## src/rtl/uart_pkg.sv

```systemverilog
// ---------------------------------------------------------------------------
// uart_pkg
// Shared types and helpers for the UART transmit scheduler.
//   byte_t        : one UART payload byte
//   sched_state_t : scheduler FSM states (IDLE, SEND, GAP)
//   rr_next       : advance a round-robin pointer, wrapping at n
// ---------------------------------------------------------------------------
package uart_pkg;

    typedef logic [7:0] byte_t;

    typedef enum logic [1:0] {
        IDLE,
        SEND,
        GAP
    } sched_state_t;

    // Next pointer after a grant to 'ptr' among 'n' sources.
    function automatic int rr_next(input int ptr, input int n);
        if (ptr + 1 >= n) begin
            return 0;
        end
        return ptr + 1;
    endfunction

endpackage

```

## src/rtl/sync_fifo.sv

```systemverilog
// ---------------------------------------------------------------------------
// sync_fifo
// Single-clock FIFO with first-word fall-through read data.
// A push into a full FIFO is accepted only when a pop happens in the same
// cycle; otherwise the push is ignored (the caller decides what that means).
// Ports:
//   clk   in   clock
//   rstn  in   synchronous active-low reset (empties the FIFO)
//   push  in   write din this cycle
//   pop   in   consume dout this cycle (ignored when empty)
//   din   in   WIDTH write data
//   dout  out  WIDTH oldest entry (valid when !empty)
//   full  out  DEPTH entries stored
//   empty out  no entries stored
// ---------------------------------------------------------------------------
module sync_fifo #(
    parameter int WIDTH = 8,
    parameter int DEPTH = 16
) (
    input  logic             clk,
    input  logic             rstn,
    input  logic             push,
    input  logic             pop,
    input  logic [WIDTH-1:0] din,
    output logic [WIDTH-1:0] dout,
    output logic             full,
    output logic             empty
);

    localparam int AW = $clog2(DEPTH);

    logic [WIDTH-1:0] mem [DEPTH];
    logic [AW-1:0]    wr_ptr;
    logic [AW-1:0]    rd_ptr;
    logic [AW:0]      count;
    logic             do_push;
    logic             do_pop;

    assign full  = (count == (AW+1)'(DEPTH));
    assign empty = (count == '0);
    assign dout  = mem[rd_ptr];

    // A full FIFO can still take a byte when one leaves in the same cycle.
    assign do_pop  = pop && !empty;
    assign do_push = push && (!full || do_pop);

    // DEPTH is a power of two, so the pointers wrap on natural overflow.
    always_ff @(posedge clk) begin
        if (!rstn) begin
            wr_ptr <= '0;
            rd_ptr <= '0;
            count  <= '0;
            for (int i = 0; i < DEPTH; i++) begin
                mem[i] <= '0;
            end
        end else begin
            if (do_push) begin
                mem[wr_ptr] <= din;
                wr_ptr      <= wr_ptr + AW'(1);
            end
            if (do_pop) begin
                rd_ptr <= rd_ptr + AW'(1);
            end
            case ({do_push, do_pop})
                2'b10:   count <= count + (AW+1)'(1);
                2'b01:   count <= count - (AW+1)'(1);
                default: count <= count;
            endcase
        end
    end

endmodule

```

## src/rtl/uart_tx_sched.sv

```systemverilog
// ---------------------------------------------------------------------------
// uart_tx_sched
// Shares one UART sender between the receiver echo path (source 0, buffered
// in a FIFO because the receiver cannot be stalled) and N_REQ handshaked
// requesters (sources 1..N_REQ). Sources are served round-robin, one byte at
// a time, with an IDLE -> SEND -> GAP cycle per byte.
// Ports:
//   CLK          in   system clock
//   RSTN         in   synchronous active-low reset
//   rx_data      in   8        byte from receiver
//   rx_valid     in   1        one-cycle pulse, rx_data valid
//   req_data     in   8*N_REQ  requester i byte in bits [8i+7:8i]
//   req_valid    in   N_REQ    requester i has a byte
//   req_ready    out  N_REQ    requester i byte taken this cycle (pulse)
//   tx_data      out  8        byte offered to sender
//   tx_enable    out  1        byte offered to sender
//   tx_ready     in   1        sender idle/accepting
//   rx_overflow  out  1        sticky, an echo byte was dropped
//   busy         out  1        FSM not IDLE or echo FIFO non-empty
// ---------------------------------------------------------------------------
module uart_tx_sched
    import uart_pkg::*;
#(
    parameter int N_REQ      = 2,
    parameter int FIFO_DEPTH = 16
) (
    input  logic               CLK,
    input  logic               RSTN,
    input  logic [7:0]         rx_data,
    input  logic               rx_valid,
    input  logic [8*N_REQ-1:0] req_data,
    input  logic [N_REQ-1:0]   req_valid,
    output logic [N_REQ-1:0]   req_ready,
    output logic [7:0]         tx_data,
    output logic               tx_enable,
    input  logic               tx_ready,
    output logic               rx_overflow,
    output logic               busy
);

    localparam int N_SRC = N_REQ + 1;
    localparam int SRC_W = $clog2(N_SRC);

    sched_state_t     state;
    sched_state_t     state_next;
    logic [SRC_W-1:0] rr_ptr;
    logic [SRC_W-1:0] winner;
    logic [N_SRC-1:0] src_req;
    logic             any_req;
    logic             grant;
    byte_t            win_byte;
    byte_t            tx_data_next;
    logic             tx_enable_next;
    byte_t            fifo_dout;
    logic             fifo_pop;
    logic             fifo_full;
    logic             fifo_empty;

    // First requesting source at or after 'start', wrapping over N_SRC.
    function automatic logic [SRC_W-1:0] rr_pick(input logic [N_SRC-1:0] req,
                                                 input logic [SRC_W-1:0] start);
        logic [SRC_W-1:0] sel;
        logic [SRC_W-1:0] idx;
        logic             found;
        int               pos;
        sel   = start;
        found = 1'b0;
        for (int i = 0; i < N_SRC; i++) begin
            pos = int'(start) + i;
            if (pos >= N_SRC) begin
                pos = pos - N_SRC;
            end
            idx = SRC_W'(pos);
            if (!found && req[idx]) begin
                sel   = idx;
                found = 1'b1;
            end
        end
        return sel;
    endfunction

    sync_fifo #(
        .WIDTH (8),
        .DEPTH (FIFO_DEPTH)
    ) u_echo_fifo (
        .clk   (CLK),
        .rstn  (RSTN),
        .push  (rx_valid),
        .pop   (fifo_pop),
        .din   (rx_data),
        .dout  (fifo_dout),
        .full  (fifo_full),
        .empty (fifo_empty)
    );

    assign src_req = {req_valid, !fifo_empty};
    assign any_req = |src_req;
    assign winner  = rr_pick(src_req, rr_ptr);
    assign busy    = (state != IDLE) || !fifo_empty;

    // Byte of the current round-robin winner.
    always_comb begin
        win_byte = fifo_dout;
        for (int k = 0; k < N_REQ; k++) begin
            if (int'(winner) == k + 1) begin
                win_byte = req_data[8*k +: 8];
            end
        end
    end

    // Next-state and next-output logic. Grants only in IDLE while the sender
    // is ready, and never while reset is applied, so req_ready and the FIFO
    // pop stay quiet during reset.
    always_comb begin
        state_next     = state;
        tx_enable_next = tx_enable;
        tx_data_next   = tx_data;
        grant          = 1'b0;
        case (state)
            IDLE: begin
                if (RSTN && tx_ready && any_req) begin
                    grant          = 1'b1;
                    tx_data_next   = win_byte;
                    tx_enable_next = 1'b1;
                    state_next     = SEND;
                end
            end
            SEND: begin
                if (tx_ready) begin
                    tx_enable_next = 1'b0;
                    state_next     = GAP;
                end
            end
            GAP: begin
                state_next = IDLE;
            end
            default: begin
                state_next     = IDLE;
                tx_enable_next = 1'b0;
            end
        endcase
    end

    // Grant fan-out: one-cycle ready pulse to a requester, or a FIFO pop.
    always_comb begin
        req_ready = '0;
        for (int k = 0; k < N_REQ; k++) begin
            req_ready[k] = grant && (int'(winner) == k + 1);
        end
    end

    assign fifo_pop = grant && (winner == '0);

    // FSM state register.
    always_ff @(posedge CLK) begin
        if (!RSTN) begin
            state <= IDLE;
        end else begin
            state <= state_next;
        end
    end

    // Output registers, round-robin pointer and sticky overflow flag.
    // An echo byte is lost only when the FIFO is full and nothing leaves it.
    always_ff @(posedge CLK) begin
        if (!RSTN) begin
            tx_enable   <= 1'b0;
            tx_data     <= '0;
            rr_ptr      <= '0;
            rx_overflow <= 1'b0;
        end else begin
            tx_enable <= tx_enable_next;
            tx_data   <= tx_data_next;
            if (grant) begin
                rr_ptr <= SRC_W'(rr_next(int'(winner), N_SRC));
            end
            if (rx_valid && fifo_full && !fifo_pop) begin
                rx_overflow <= 1'b1;
            end
        end
    end

endmodule

```

## config.mk

```make
export PLATFORM = sky130hd
export DESIGN_NAME = uart_tx_sched
export DESIGN_NICKNAME = d
export VERILOG_FILES = /design/src/rtl/uart_pkg.sv /design/src/rtl/sync_fifo.sv /design/src/rtl/uart_tx_sched.sv
export SDC_FILE = /design/constraint.sdc
export NUM_CORES = 1
export LEC_CHECK = 0
export ABC_CLOCK_PERIOD_IN_PS = 4900
export BUFFER_PORTS_ARGS = -buffer_cell sky130_fd_sc_hd__buf_2
export CORE_UTILIZATION = 61
export DETAILED_ROUTE_END_ITERATION = 8
export MAX_ROUTING_LAYER = met4
export PLACE_DENSITY_LB_ADDON = 0.12
export SLEW_MARGIN = 0
export SYNTH_ARGS = -nofsm -noshare
export SYNTH_HDL_FRONTEND = slang
export SYNTH_SLANG_ARGS = --single-unit
```

## constraint.sdc

```tcl
create_clock -name CLK -period 4.9 [get_ports CLK]
set_clock_uncertainty 0.05 [all_clocks]
set_input_delay 0.245 -clock CLK [delete_from_list [all_inputs] [get_ports CLK]]
set_output_delay 0.245 -clock CLK [all_outputs]
set_load 0.1 [all_outputs]
```

==> results of run 1 <==
[layout by cell type, fill, tap and decap left out, drive strengths merged, types with 3 or more instances in the layout]
| master | count |
|---|---|
| o21a | 12 |
| a22o | 8 |
| nor2 | 20 |
| edfxtp | 128 |
| bufinv | 3 |
| nor3 | 17 |
| inv | 6 |
| dfxtp | 31 |
| nand2b | 22 |
| nor2b | 9 |
| clkbuf | 21 |
| mux2i | 12 |
| and3 | 3 |
| clkinv | 6 |
| a22oi | 3 |
| buf | 48 |
| mux4 | 40 |
| ha | 9 |
| a21oi | 4 |
| xor2 | 3 |
| a21boi | 7 |
| nand2 | 23 |
| nand3 | 5 |
| nor4 | 7 |
| and2 | 135 |
| o21ai | 10 |
| or3 | 3 |
[power breakdown]
group,internal [W],switching (W),leakage [nW],total (W)
Clock,0.000812,0.000514,0.287,0.00133
Combinational,0.000182,0.000328,1.33,0.000510
Sequential,0.00152,0.0000475,1.58,0.00157
[layout make-up]
type / instances / area, um^2
sequential: 159 / 4470
multi-input combinational: 373 / 3190
clock buffer: 21 / 450
timing repair buffer: 48 / 255
tap: 168 / 210
clock inverter: 11 / 143
inverter: 6 / 22.5
fill: 841 / 3530
[critical path, cell delays in order, from the launching register on]
cell	delay, ns
dfxtp_1	0.39
inv_1	0.06
ha_1	0.41
nor2b_1	0.18
o21ai_0	0.31
o311ai_1	0.24
or3_1	0.45
a211oi_1	0.34
buf_4	0.27
nor2b_1	0.19
buf_2	0.45
[registers in the layout, summed over array words and instances (netlist names), named ones only]
name                cells
rr_ptr                  2
rx_overflow             1
state                   2
tx_data                 8
tx_enable               1
u_echo_fifo.count       5
u_echo_fifo.mem       128
u_echo_fifo.rd_ptr      4
u_echo_fifo.wr_ptr      4
[routing by layer]
| metal | GRT usage [%] | routed length [um] | part of all wire, % |
|---|---|---|---|
| met3 | 7.54 | 1220 | 7.0 |
| met1 | 37.5 | 7220 | 41 |
| met4 | 12.5 | 429 | 2.5 |
| met2 | 46.8 | 8600 | 49 |
| met5 | - | 0 | 0 |
[logic make-up after synthesis]
logic type | after synthesis | share of synthesized area (%)
multiplexers | 52 | 13.1
adder cells (fa/ha/maj) | 9 | 1.44
AND/OR/NAND/NOR | 248 | 19.5
AO/OA/AOI/OAI | 59 | 6.25
flip-flops | 159 | 57.2
buffers and inverters | 37 | 1.94
XOR/XNOR | 5 | 0.561
[worst paths after layout]
path	from	end	depth (start not counted)	slack, ns
setup / recovery	rr_ptr[0]	req_ready[0]	10	0.87
hold / removal	tx_ready	state[1]	3	0.03
setup reg to reg	rr_ptr[0]	u_echo_fifo.mem[1][3]	11	0.92
hold reg to reg	tx_enable	tx_enable	2	0.41
[stage by stage]
step	utilization, %	instances	worst slack [ns]	hold WS [ns]	total power (W)
floorplan	-	569	0.0663	0.323	0.00197
global placement	66.4	754	1.18	0.401	0.00209
detailed placement	66.4	754	0.981	0.407	0.00210
CTS	71.2	786	0.902	0.0128	0.00342
global route	71.2	786	0.532	0.0326	0.00350
finish	71.2	786	0.866	0.0290	0.00340
==> results list, run 1 <==
- The flow ran to the end, and the final reports show no timing, DRC or antenna violations.
* Leading area contributor after synthesis: edfxtp_1
* Static leakage: 3.20 nW
- Global routing usage summed across all routing layers: 30.0%
- Ranked by instance count, the synthesized netlist is headed by 134 x and2_1, 128 x edfxtp_1, 40 x mux4_2, 31 x dfxtp_1, 23 x nand2_1.
- The first detailed-routing pass ran for 5 iterations.
* Minimum period implied by the final worst setup slack: 4.03 ns
- Yosys mapped a number of flops with a built-in enable equal to 128.
- Endpoint class of the critical path: output port
* Proportion of synthesized chip area in sequential cells: 57.2%
- Final net count: 644
- Type of the worst setup path: flip-flop to output port
- Layout area overhead: 11.9%
- Buffers inserted to repair hold after CTS numbered 0.
- Maximum count of clock buffers along a single path: 2
- At the pin with the least slew margin, the transition time is 1.11 ns.
* Fin. Hold Viols: 0
- Die height: 115 um
* Routed Wire Length: 17500 um
* Req. time, crit path: 4.61 ns
- I/O pin count: 43
* Number of CTS-inserted buffers: 17
- Area inside the core boundary: 12300 um^2
* Count of different cell masters after synthesis: 55
- Period utilization: 82.3%
* Area of placed instances: 8140 um^2
* Mean instance size in the synthesized netlist: 13.7 um^2
* Per-cell routed wire length: 22.2 um
- Total non-filler cell area in the finished layout: 8740 um^2
- The wire-length estimate of the detail-placed layout is 11900 um.
- Number of synthesized register bits: 159
- Clock latency on the worst-skew pair: 0.43 ns
- The number of pins exceeding their max-slew limit in the final report was 0.
- Synthesis produced a netlist whose cell count is 569.
- The number of nets handed over by synthesis was 608.
* Post-CTS Repair Setup Buffers: 0
- Total congestion overflow: 0
- In this run, the number of DRC markers left after iteration 0 of detailed routing was 343.
- The tightest min-delay check is of the input port to flip-flop type.
* Reported max-cap violation count: 0
- Number of standard-cell rows in the floorplan: 40
- Measured along the x axis, the die boundary spans 115 um.
- The initial antenna violation count came to 0.
- The die covers 13300 um^2.
- Clock-pin slew was measured on the worst setup and hold paths at 0.06 ns.
- By instance count, the leading cell after synthesis is and2_1.
- During synthesis, Yosys emitted a total of 0 warnings.
- At the end of routability-driven placement, the weighted congestion stood at 0.840.
- The clock drives 159 sinks.
- First-pass GRT wire length: 26800 um
* CTS resizes: 0
* Worst Setup Start Kind: flip-flop
- The detailed router placed 4824 vias in this run.
* RSZ-0062 raised after global routing: no
- The number of antenna diodes in the final layout is 0.
- In the final timing run, aggregate negative setup slack is 0 ns.
- The via count of the first global-routing pass came to 4761.
- Peak supply drop: 0.000244 V
- Highest fanout seen on the critical path: 9
- Ranking of synthesized cells by area: edfxtp_1 49%, mux4_2 12%, and2_1 11%
* Worst slew slack as a fraction of its limit: 25.9%
- Power Density: 389 nW/um^2
- After detailed routing, the number of remaining DRC violations is 0.
- Flip-flop cell with the highest count after synthesis: edfxtp_1
- Deepest level of the CTS H-tree: 4
- Mean number of vias per cell: 6.14
- After synthesis, the share of flip-flops with an asynchronous set or reset is 0%.
- Share of Yosys cell area claimed by the top area cell type: 49.2%
* Post-synthesis instance area: 7800 um^2
* Largest net degree at the start of global routing: 53
* Layout cells sized above 1: 23.3%
* Number of buffers inserted by port buffering: 42
* Post-route ant nets: 0
- The tree is rooted in a clkbuf_16.
* Data arrival time of the critical path: 3.74 ns
- Setup violations remaining at the end of the flow were counted as 0.
- Once the floorplan was initialized, standard cells occupied 63.7% of the core.
- TritonCTS built the clock tree.
* Fmax achieved: 248 MHz
Note: power is estimated with default switching activity, not from simulation.
==> run 2: changes to the inputs <==
Settings changed: ABC_AREA set to 1, ABC_CLOCK_PERIOD_IN_PS 4900 to 4100.
Clock period 4.9 ns to 4.1 ns, I/O delays scaled along.
==> run 2 against run 1 <==
First-iteration DRC count increased by 83%. Die area decreased by 4.1%. Clock-buffer cell count increased by 8. Area after synthesis decreased by 4.1%. Critical path depth increased by 3. Hold slack got worse by 0.014 ns. Sequential power increased by 18%. Flip-flop and latch count unchanged. Clock power increased by 20%. Synthesized cell count increased by 40%. Non-clock buffer count increased by 1. Highest routed layer unchanged.
==> results list, run 2 <==
* Synthesized netlist cell count: 795 (+40%)
- The transition time at the pin with the least slew margin was 0.946 ns (-0.165 ns).
* Cell occurring most often along the worst timing path: inv_1
- Clock group share of total power: 37.2% (-1.8 points)
- The switching power total was 0.00128 W (+43%).
- Effective utilization at floorplan: 62.6% (-1.1 points)
* Highest fanout seen on the critical path: 11 (+2)
* Sw Share: 29.8% (+3.6 points)
* Area inside the core boundary: 12000 um^2 (-2.4%)
* Warnings from Yosys: 0 (unchanged)
- The total of buffers placed on input and output ports is 42 (unchanged).
* Fmax achieved: 271 MHz
- The number of enable-type register cells in the synthesized netlist was 128 (unchanged).
* Highest-count cells in the layout ignoring fill and taps: 221 x nor2_1, 128 x edfxtp_1, 82 x o21ai_0
* Post-route ant nets: 0 (unchanged)
- Clock sink count: 159 (unchanged)
- The kind of cell with the highest combined delay along the critical path is buffers and inverters.
* Status: completed
* WP buf/inv: 6 (+3)
* CTS resizes: 0 (unchanged)
- The tree is rooted in a clkbuf_16.
* Period utilization: 89.9%
- The flip-flop count of the largest register after layout was 128 (unchanged).
* Cell at the slowest stage of the critical path: dfxtp_1
* Type of the worst setup path: flip-flop to output port
* Proportion of power drawn by combinational gates: 19.3% (+4.3 points)
- The number of max-capacitance violations reported was 0 (unchanged).
- Filler Cells Inserted: 894 (+6.3%)
* Layout area overhead: 12.3%
- Series of cell instances along the critical path: inv_1, ha_1, inv_1, a21oi_1, inv_1, nand2_1, nand3_1, nand3_1, inv_1, nor2_1, inv_1, nor2_1, buf_2
- The worst ir drop on vdd came to 0.000380 V (+55%).
- The number of buffers on the longest clock path was 2 (unchanged).
- The worst stage delay on the critical path is 0.45 ns (about the same).
- The detail-routed via count per cell is 6.25 (+1.8%).
- Routed Wire Length: 19900 um (+14%)
* Slack of the worst reg-to-reg path: 0.58 ns (-0.34 ns)
* Global routing usage summed across all routing layers: 33.7% (+3.8 points)
* Static leakage: 3.41 nW (+6.7%)
- Setup repair after global routing left no endpoint under its margin.
- Deepest level of the CTS H-tree: 4 (unchanged)
* Per-cell routed wire length: 20.2 um (-9.2%)
- The largest net degree at the start of global routing is 65 (+23%).
- Number of synthesized register bits: 159 (unchanged)
- In the synthesized netlist the dominant register cell turns out to be edfxtp_1.
* Most instantiated library cell after synthesis: nor2_1
* Count of different cell masters after synthesis: 33 (-40%)
- The layout cell share with drive strength beyond 1 was 13.4% (-9.9 points).
* Worst Setup Start Kind: flip-flop
* Share of Yosys cell area claimed by the top area cell type: 51.4% (+2.1 points)
- Vias in the first global route: 5796 (+22%)
- The post-synthesis async set-or-reset flop share was 0% (unchanged).
* Sequential power share: 43.5% (-2.5 points)
* Post-synthesis instance area: 7480 um^2 (-4.1%)
- The setup violation total in the final timing report is 0 (unchanged).
- Endpoint class of the critical path: output port
- Req. time, crit path: 3.85 ns (-0.76 ns)
- Ranking of synthesized cells by area: edfxtp_1 51%, nor2_1 11%, dfxtp_1 8.3%
- Final net count: 864 (+34%)
* Vias post-DR: 6156 (+28%)
* Leading area contributor after synthesis: edfxtp_1
* Data arrival time of the critical path: 3.43 ns (-0.31 ns)
* Proportion of synthesized chip area in sequential cells: 59.7% (+2.5 points)
* Clock latency on the worst-skew pair: 0.43 ns (about the same)
* Fin. Hold Viols: 0 (unchanged)
- The number of buffers created by CTS was 17 (unchanged).
* Worst slew slack as a fraction of its limit: 36.8% (+11 points)
* Antenna violations before repair: 0 (unchanged)
- Cell types with the highest counts after synthesis: 221 x nor2_1, 128 x edfxtp_1, 82 x o21ai_0, 76 x nand2_1, 46 x inv_1
- TritonCTS built the clock tree.
- The number of top-level design ports came to 43 (unchanged).
- The library cell used most frequently in the layout, excluding fill and tap cells, is nor2_1.
* Clock slew at the register clock pins of the worst setup and hold paths: 0.06 ns (about the same)
- The height of the die came to 113 um (-2.1%).
* Final total negative setup slack: 0 ns (unchanged)
- Power Density: 510 nW/um^2 (+31%)
* Mean instance size in the synthesized netlist: 9.41 um^2 (-31%)
- HPWL after DPL: 12900 um (+8.3%)
- The largest registers in the layout are u_echo_fifo.mem x128, tx_data x8, u_echo_fifo.count x5.
* P_int: 0.00301 W (+20%)
- Register containing the most flip-flops in the final layout: u_echo_fifo.mem
- The global-route wire length before repair is 30700 um (+15%).
* Minimum period implied by the final worst setup slack: 3.68 ns
- Hold Path Class: input port to flip-flop
* Final GP Congestion: 1.02 (+21%)
- Chip width: 113 um (-2.1%)
- The number of detailed-routing iterations run before antenna repair was 6 (+1).
- The die area was 12700 um^2 (-4.1%).
- The count of standard-cell rows is 40 (unchanged).
* Overall Power: 0.00428 W (+26%)
- The leftover overflow at the end of global routing was 0 (unchanged).
- N_diodes: 0 (unchanged)
- DRC violation total after the first TritonRoute iteration: 627 (+83%)
- Syn_nets: 834 (+37%)
- DRC violation count after routing: 0 (unchanged)
- The number of pins exceeding their max-slew limit in the final report came to 0 (unchanged).
## run 2: changes by cell type after synthesis, sizes merged, moves of 18 or more
cell / previous run / this run
nor2: 20 / 228
and2: 135 / 0
nand2: 23 / 95
o21ai: 10 / 82
inv: 6 / 52
mux4: 40 / 0
nand3: 5 / 37
nand2b: 22 / 0
a21oi: 4 / 25
o22ai: 0 / 18
## run 2: tightest hold or removal path, cell delays in order
cell	delay [ns]
buf_2	0.10
nand2_1	0.05
a31oi_1	0.08
## run 2: cells by family after synthesis
logic type	after synthesis	synth area share, %
buf+inv	92	4.62
flops	159	59.7
simple gates	373	21.4
fa+ha+maj	9	1.51
compound gates	162	12.8
## run 2: per-layer routing
metal	vias to the layer above	track usage, %	routed length (um)
met2	434	53.9	9560
li1	2818	-	-
met5	-	-	0
met4	0	15.3	638
met3	57	6.11	2070
met1	2847	42.3	7590
## run 2: final cells by class
cell class	count	area, um^2	share of cell area, %
Timing Repair Buffer	49	270	3.22
Clock inverter	3	15.0	0.179
Inverter	54	203	2.41
Clock buffer	29	596	7.09
Multi-Input combinational cell	544	2670	31.8
Tap cell	147	184	2.19
Sequential cell	159	4470	53.1
## run 2: power by group through the flow
stage	registers [W]	clock network [W]	logic, W
finish	0.00186	0.00159	0.000828
floorplan	0.00197	0	0.000527
global placement	0.00189	0	0.000771
global route	0.00187	0.00165	0.000889
detailed placement	0.00189	0	0.000799
CTS	0.00186	0.00159	0.000806
## run 2: final timing paths
| path | start | endpoint | cells after the start |
|---|---|---|---|
| max | rr_ptr[0] | req_ready[1] | 13 |
| min | req_data[13] | tx_data[5] | 3 |
| max reg2reg | rr_ptr[0] | u_echo_fifo.mem[12][7] | 18 |
| min reg2reg | state[1] | state[1] | 1 |
## run 2: metrics by stage
stage	setup slack (ns)	util, %	hold slack [ns]	std cells	instance area, um^2
detailed placement	0.679	64.9	0.401	950	7760
CTS	0.492	70.3	0.00549	985	8410
global placement	0.904	64.9	0.380	950	7760
floorplan	0.601	-	0.282	795	7480
finish	0.415	70.3	0.0149	985	8410
global route	0.164	70.3	0.0154	985	8410
## run 2: repair_timing
item                                   in CTS  in global routing
hold buffers                                3                  0
buffers inserted                            0                  0
endpoints found under the hold margin       3                  0
